## src/rtl/mux_arbiter_if.sv

```systemverilog
// Request/grant bundle between requesters (master side) and the round-robin
// owner arbiter (slave side) that drives the shared 8:1 select datapath.
interface mux_arbiter_if;
    logic [7:0] req;
    logic       done;
    logic [7:0] gnt;
    logic [2:0] sel;
    logic       busy;
    logic       timeout;

    modport master (output req, done, input gnt, sel, busy, timeout);
    modport slave  (input req, done, output gnt, sel, busy, timeout);
endinterface

```

## src/rtl/mux_arbiter.sv

```systemverilog
// Round-robin 8:1 ownership arbiter with registered grant/select outputs.
// Optional ARB_TIMEOUT_EN adds a hold counter that forces release after TIMEOUT_CYCLES.
module mux_arbiter #(
    parameter int TIMEOUT_CYCLES = 16
) (
    input  logic         clk,
    input  logic         rst_n,
    mux_arbiter_if.slave bus
);

    typedef enum logic {IDLE = 1'b0, OWN = 1'b1} state_t;

    state_t     state_reg, state_next;
    logic [7:0] gnt_reg, gnt_next;
    logic [2:0] sel_reg, sel_next;
    logic [2:0] last_reg, last_next;
    logic       busy_reg, busy_next;
    logic [7:0] rot_req;
    logic [2:0] winner_off;
    logic [2:0] winner;
    logic       owner_req;

    if (TIMEOUT_CYCLES < 2 || TIMEOUT_CYCLES > 255) begin : g_bad_timeout
        $error("mux_arbiter: TIMEOUT_CYCLES must lie in 2..255");
    end

    // rot_req[k] is the request k+1 places after the previous owner, so the
    // lowest set bit of rot_req is the round-robin winner.
    for (genvar gi = 0; gi < 8; gi++) begin : g_rot
        assign rot_req[gi] = bus.req[last_reg + 3'(gi + 1)];
    end

    always_comb begin
        winner_off = 3'd0;
        for (int k = 7; k >= 0; k--) begin
            if (rot_req[k]) winner_off = 3'(k);
        end
    end

    assign winner    = last_reg + winner_off + 3'd1;
    assign owner_req = bus.req[sel_reg];

`ifdef ARB_TIMEOUT_EN
    localparam logic [7:0] HOLD_LAST = 8'(TIMEOUT_CYCLES - 1);

    logic [7:0] hold_cnt_reg, hold_cnt_next;
    logic       timeout_reg, timeout_next;
    logic       expire;

    assign expire = (hold_cnt_reg == HOLD_LAST);
`endif

    always_comb begin
        state_next = state_reg;
        case (state_reg)
            IDLE: begin
                if (|bus.req) state_next = OWN;
            end
            OWN: begin
                if (bus.done || !owner_req) state_next = IDLE;
`ifdef ARB_TIMEOUT_EN
                else if (expire) state_next = IDLE;
`endif
            end
            default: state_next = IDLE;
        endcase
    end

    always_comb begin
        gnt_next  = 8'd0;
        sel_next  = sel_reg;
        busy_next = 1'b0;
        last_next = last_reg;
        if (state_next == OWN) begin
            busy_next = 1'b1;
            if (state_reg == IDLE) begin
                gnt_next  = 8'd1 << winner;
                sel_next  = winner;
                last_next = winner;
            end else begin
                gnt_next = gnt_reg;
            end
        end
`ifdef ARB_TIMEOUT_EN
        // A release that happens with done low and the request still up can only be expiry.
        timeout_next  = (state_reg == OWN) && (state_next == IDLE) && !bus.done && owner_req;
        hold_cnt_next = (state_reg == OWN && state_next == OWN) ? hold_cnt_reg + 8'd1 : 8'd0;
`endif
    end

    always_ff @(posedge clk or negedge rst_n) begin
        if (!rst_n) begin
            state_reg    <= IDLE;
            gnt_reg      <= 8'd0;
            sel_reg      <= 3'd0;
            busy_reg     <= 1'b0;
            last_reg     <= 3'd7;
`ifdef ARB_TIMEOUT_EN
            hold_cnt_reg <= 8'd0;
            timeout_reg  <= 1'b0;
`endif
        end else begin
            state_reg    <= state_next;
            gnt_reg      <= gnt_next;
            sel_reg      <= sel_next;
            busy_reg     <= busy_next;
            last_reg     <= last_next;
`ifdef ARB_TIMEOUT_EN
            hold_cnt_reg <= hold_cnt_next;
            timeout_reg  <= timeout_next;
`endif
        end
    end

    assign bus.gnt  = gnt_reg;
    assign bus.sel  = sel_reg;
    assign bus.busy = busy_reg;
`ifdef ARB_TIMEOUT_EN
    assign bus.timeout = timeout_reg;
`else
    assign bus.timeout = 1'b0;
`endif

endmodule

```

## src/flat_wrapper.sv

```systemverilog
// flat-port wrapper written by rule: the top's interface ports become plain ports
module mux_arbiter_flat 
#(
    parameter int TIMEOUT_CYCLES = 16
)
  (clk, rst_n, bus_req, bus_done, bus_gnt, bus_sel, bus_busy, bus_timeout);
  mux_arbiter_if bus_i ();
  input  logic clk;
  input  logic rst_n;
  input wire logic [$bits(bus_i.req)-1:0] bus_req;
  input wire logic [$bits(bus_i.done)-1:0] bus_done;
  output wire logic [$bits(bus_i.gnt)-1:0] bus_gnt;
  output wire logic [$bits(bus_i.sel)-1:0] bus_sel;
  output wire logic [$bits(bus_i.busy)-1:0] bus_busy;
  output wire logic [$bits(bus_i.timeout)-1:0] bus_timeout;
  assign bus_i.req = bus_req;
  assign bus_i.done = bus_done;
  assign bus_gnt = bus_i.gnt;
  assign bus_sel = bus_i.sel;
  assign bus_busy = bus_i.busy;
  assign bus_timeout = bus_i.timeout;
  mux_arbiter #(.TIMEOUT_CYCLES(TIMEOUT_CYCLES)) u_core (.clk(clk), .rst_n(rst_n), .bus(bus_i));
endmodule
```

## config.mk

```make
export PLATFORM = sky130hd
export DESIGN_NAME = mux_arbiter_flat
export DESIGN_NICKNAME = d
export VERILOG_FILES = /design/src/rtl/mux_arbiter_if.sv /design/src/rtl/mux_arbiter.sv /design/src/flat_wrapper.sv
export SDC_FILE = /design/constraint.sdc
export NUM_CORES = 1
export LEC_CHECK = 0
export CORE_MARGIN = 5
export CORE_UTILIZATION = 53
export DETAILED_ROUTE_END_ITERATION = 8
export HOLD_SLACK_MARGIN = 0.03
export MAX_ROUTING_LAYER = met4
export PLACE_DENSITY = 0.8
export SYNTH_ARGS = -nofsm -noshare
export SYNTH_HDL_FRONTEND = slang
export SYNTH_SLANG_ARGS = --single-unit
```

## constraint.sdc

```tcl
create_clock -name clk -period 4.87 [get_ports clk]
set_clock_uncertainty 0.15 [all_clocks]
set_input_delay 0.487 -clock clk [delete_from_list [all_inputs] [get_ports clk]]
set_output_delay 0.487 -clock clk [all_outputs]
set_load 0.02 [all_outputs]
```

# Word-level counts from Yosys, hierarchy flattened
# Cells that the tools add are included.
totals:
  reg_bits: 16
  in_bits: 11
op_classes:
  n_shift: 1
  n_eq_ne: 1
  bitwise_logic: 1
  magnitude_cmp: 9
  n_mux: 32
  n_addsub: 9
  reduce_logical: 4
op_table:
  columns: ["operator", "count"]
  rows:
  - ["3-bit by 4-bit less-than comparator with 1-bit output (second input constant)", 9]
  - ["1-bit binary-select mux with 3-bit select", 9]
  - ["3-bit 2-to-1 mux", 8]
  - ["8-bit 2-to-1 mux", 2]
  - ["3-bit adder (second input constant)", 4]
  - ["1-bit 2-to-1 mux", 12]
  - ["8-bit OR reduction", 1]
  - ["1-bit by 3-bit << shifter with 8-bit output (first input constant)", 1]
  - ["3-bit by 1-bit adder with 3-bit output (second input constant)", 2]
  - ["3-bit by 2-bit adder with 3-bit output (second input constant)", 2]
  - ["3-bit adder", 1]
  - ["2-bit inequality test (second input constant)", 1]
  - ["1-bit one-hot mux with 2 select lines", 1]
  - ["2-bit AND reduction", 1]
  - ["1-bit logical NOT", 1]
  - ["1-bit logical OR", 1]
  - ["1-bit inverter", 1]

# Longest topological paths before layout
depth:
  word_depth: 15
  ltp_mapped: 16
  mapped_depth_nobuf: 14

# Worst setup path before layout
# Ideal clock, no wire load.
synth_path:
  kind: "reg2reg"
  from: "register u_core.last_reg[0]"
  to: "register u_core.gnt_reg[7] (netlist: u_core.bus.gnt[7])"
  period_less_slack_ps: 4109
  slack_ps: 761
  path_stages_with_launch: 13
  arrival_time_ps: 3856
  path_cell_list: "dfstp_2 buf_2 inv_1 ha_1 buf_6 mux4_1 mux2_2 or3_2 a21boi_0 o21ai_0 fa_1 buf_1 o41ai_2"
synth_via:
  elab_chain_len: 15
  elab_cells_between_ends: 36
  cone_classes: "add/sub (9); shift (1); mux (26)"
synth_lines:
  columns: ["element", "line", "source"]
  rows:
  - ["start: declaration", "mux_arbiter.sv:16", "logic [2:0] last_reg, last_next;"]
  - ["start signal: assignment", "mux_arbiter.sv:107", "last_reg <= last_next;"]
  - ["3-bit adder / 1-bit binary-select mux with 3-bit select (equally long branches)", "mux_arbiter.sv:30", "assign rot_req[gi] = bus.req[last_reg + 3'(gi + 1)];"]
  - ["1-bit binary-select mux with 3-bit select / 1-bit 2-to-1 mux (equally long branches)", "mux_arbiter.sv:30", null]
  - ["1-bit 2-to-1 mux (not written as such) / 3-bit 2-to-1 mux (equally long branches)", "mux_arbiter.sv:30, mux_arbiter.sv:36", null]
  - ["3-bit 2-to-1 mux (7 in a row)", "mux_arbiter.sv:36", "if (rot_req[k]) winner_off = 3'(k);"]
  - ["3-bit adder (*)", "mux_arbiter.sv:40", "assign winner = last_reg + winner_off + 3'd1;"]
  - ["3-bit by 1-bit adder with 3-bit output (*)", "mux_arbiter.sv:40", null]
  - ["1-bit by 3-bit << shifter with 8-bit output (*)", "mux_arbiter.sv:77", "gnt_next = 8'd1 << winner;"]
  - ["8-bit 2-to-1 mux (*)", "mux_arbiter.sv:76", "if (state_reg == IDLE) begin"]
  - ["8-bit 2-to-1 mux (*)", "mux_arbiter.sv:74", "if (state_next == OWN) begin"]
  - ["end signal: assignment", "mux_arbiter.sv:104", "gnt_reg <= gnt_next;"]
  - ["end: declaration", "mux_arbiter.sv:14", "logic [7:0] gnt_reg, gnt_next;"]
# Every way passes the cells marked *; elsewhere a longest branch is shown, timed or not. The select of a mux whose other input is x is not followed.
# A chain may end at the register's enable or synchronous reset.

# Final worst setup path
layout_path:
  from: "register u_core.last_reg[0]"
  to: "register u_core.gnt_reg[3] (netlist: u_core.bus.gnt[3])"
# The elaborated chain is that of the path after synthesis.

==> results.py <==
metrics = {
    "synthesis": {
        "synth_top_area_share_pct": 21.1,
        "synthArstFlopShare_pct": 100,
        "synth-edff-count": 0,
        "yosys.area.top_type": "dfrtp_1",
        "synth_area_um2": 1420,
        "syn_inst": 130,
        "yosysWarnings": 0,
        "syn-num-nets": 145,
        "ys_top_cells_by_count": "dfrtp_1 (12), o21ai_0 (11), nand2_1 (10)",
        "synth-main-ff-cell": "dfrtp_1",
        "synthTopCellsByArea": "dfrtp_1 (21%), mux4_2 (14%), dfstp_2 (5.6%)",
        "synth_cell_type_count": 49,
        "synth-seq-cells": 15,
        "ys_seq_area_share_pct": 26.7,
        "synth_area_per_cell_um2": 10.9,
        "synth_most_common_cell": "dfrtp_1",
    },
    "grt": {
        "grt_pass1_wl_mm": 5.60,
        "overflow": 0,
        "first_global_vias": 1248,
        "antenna_found_initial": 0,
        "grt_max_degree": 16,
        "grt_usage_pct": 20.1,
    },
    "clock_network": {
        "cts_setup_buffers": 0,
        "hold_buffers": 0,
        "cts_resized": 0,
        "path_clk_slew_ps": 90,
        "cts_buffers": 3,
        "cts_tree": "built",
        "h-tree-depth": 1,
        "clkSinkCount": 15,
        "clockBufferDepth": 2,
        "cts-root-buf": "clkbuf_4",
        "clock_latency_ps": 300,
    },
    "sta": {
        "fin_setup_tns_ps": 0,
        "maxSlewHeadroom_pct": 33.8,
        "worst_slack_ps": 386,
        "hold_viol": 0,
        "fin_crit_ps": 4480,
        "max_freq_mhz": 223,
        "finalSetupViolCount": 0,
        "worst-slew-pin-transition_ps": 990,
        "drv_slew": 0,
        "finalCritPeriodShare_pct": 92.1,
        "rsz0062_at_grt": "no",
    },
    "drt": {
        "routedWlPerCell_um": 18.7,
        "wl_mm": 3.35,
        "viasPerCell": 6.53,
        "vias": 1169,
        "first_iter_violations": 86,
        "first_pass_iters": 4,
        "ant_nets": 0,
        "route.detailed.drc": 0,
    },
    "floorplanning": {
        "die_h_um": 61.8,
        "rows": 18,
        "initial_core_util_pct": 56.3,
        "core_um2": 2520,
        "dieArea_um2": 3810,
        "die_w_um": 61.8,
        "io_pins": 24,
    },
    "worst_setup_path": {
        "start_kind": "flop",
        "required_ps": 4960,
        "timing_worst_setup_path_type": "reg2reg",
        "end_kind": "flop",
        "arrival_ps": 4570,
        "worst-path-max-fanout": 14,
        "rr_worst_depth": 10,
    },
    "job": {
        "cap_violations": 0,
    },
    "layout": {
        "syn2layout_area_growth_pct": 17.4,
        "nFillCells": 205,
        "fin_area_um2": 1670,
        "largest_register_ffs": 8,
        "final_nets": 165,
        "n_antenna_cell": 0,
        "drive_above_1_share_pct": 22.8,
    },
    "placed_design": {
        "dp_slack_ps": 402,
        "port_buffers": 22,
        "place.gp.congestion": 0.837,
        "dpl_cell_area_um2": 1640,
        "hpwl_mm": 2.52,
    },
    "worst_hold_path": {
        "min_path_cells": 2,
        "hp-class": "reg2reg",
    },
    "run_status": {
        "status": "complete, no violations",
    },
}
-- cell type report --
class / count / area, um^2 / area share (%)
multi-input cells: 103 / 980 / 58.8
flip-flops and latches: 15 / 379 / 22.7
repair buffers: 23 / 228 / 13.7
well taps: 30 / 37.5 / 2.25
clock buffers: 3 / 22.5 / 1.35
inverters: 4 / 15.0 / 0.901
clock inverters: 1 / 5.00 / 0.300
-- per-stage QoR --
stage / cells / util (%) / hold slack, ps
final: 179 / 66.1 / 356
after global routing: 179 / 66.1 / 393
after CTS: 179 / 66.1 / 356
after detailed placement: 175 / 65.0 / 328
after global placement: 175 / 65.0 / 319
after floorplan: 130 / - / 41.4
-- cell families after synthesis --
kind of cell,after synthesis,synth area share (%)
AO/OA/AOI/OAI,34,17.2
AND/OR/NAND/NOR,34,14.1
multiplexers,25,29.8
flip-flops,15,26.7
buffers and inverters,12,4.32
XOR/XNOR,5,3.61
adder cells (fa/ha/maj),4,4.05
other,1,0.264
-- per-layer routing --
layer	vias to the layer above	routed length [um]	track usage (%)	part of all wire, %
met5	-	0	-	0
met4	0	52	6.97	1.6
met3	7	213	1.65	6.4
met2	47	1640	33.2	49
met1	573	1450	26.0	43
li1	542	-	-	-
-- placed cells by master, fill, tap and decap left out, types with 2 or more instances in the layout --
master           count
a211oi_1             2
a21o_1               2
a21oi_1              5
a22o_1               2
a32o_1               2
clkbuf_4             3
clkdlybuf4s50_1     22
dfrtp_1             12
dfstp_2              3
ha_1                 3
inv_1                4
mux2_2               5
mux2i_1              7
mux4_1               3
mux4_2               9
nand2_1             10
nand2b_1             2
nor2_1               3
nor3_1               2
nor3b_1              5
nor4_1               3
o21ai_0             11
or2_2                2
xnor2_1              2
xor2_1               2
-- final timing paths --
| path | slack, ps | from | to |
|---|---|---|---|
| max in group asynchronous | 3720 | rst_n | u_core.bus.sel[0]$_DFFE_PN0P_ |
| worst max register to register | 390 | u_core.last_reg[0]$_DFFE_PN1P_ | u_core.bus.gnt[3]$_DFFE_PN0P_ |
| worst min register to register | 360 | u_core.bus.gnt[7]$_DFFE_PN0P_ | u_core.bus.gnt[7]$_DFFE_PN0P_ |
| worst min-delay path | 360 | u_core.bus.gnt[7]$_DFFE_PN0P_ | u_core.bus.gnt[7]$_DFFE_PN0P_ |
| min in group asynchronous | 430 | rst_n | u_core.bus.gnt[2]$_DFFE_PN0P_ |
| worst max-delay path | 390 | u_core.last_reg[0]$_DFFE_PN1P_ | u_core.bus.gnt[3]$_DFFE_PN0P_ |
-- worst max-delay path, cell delays in order (launching register included) --
cell and delay (ps):
dfstp_2 720, inv_1 200, ha_1 600, mux4_1 620
mux2_2 310, or3_2 420, a21boi_0 130, o21ai_0 250
fa_1 620, nor3_1 250, a22o_1 160
Power is not shown: default switching activity piles up to over one toggle a cycle in this logic, so the estimate is an artifact.
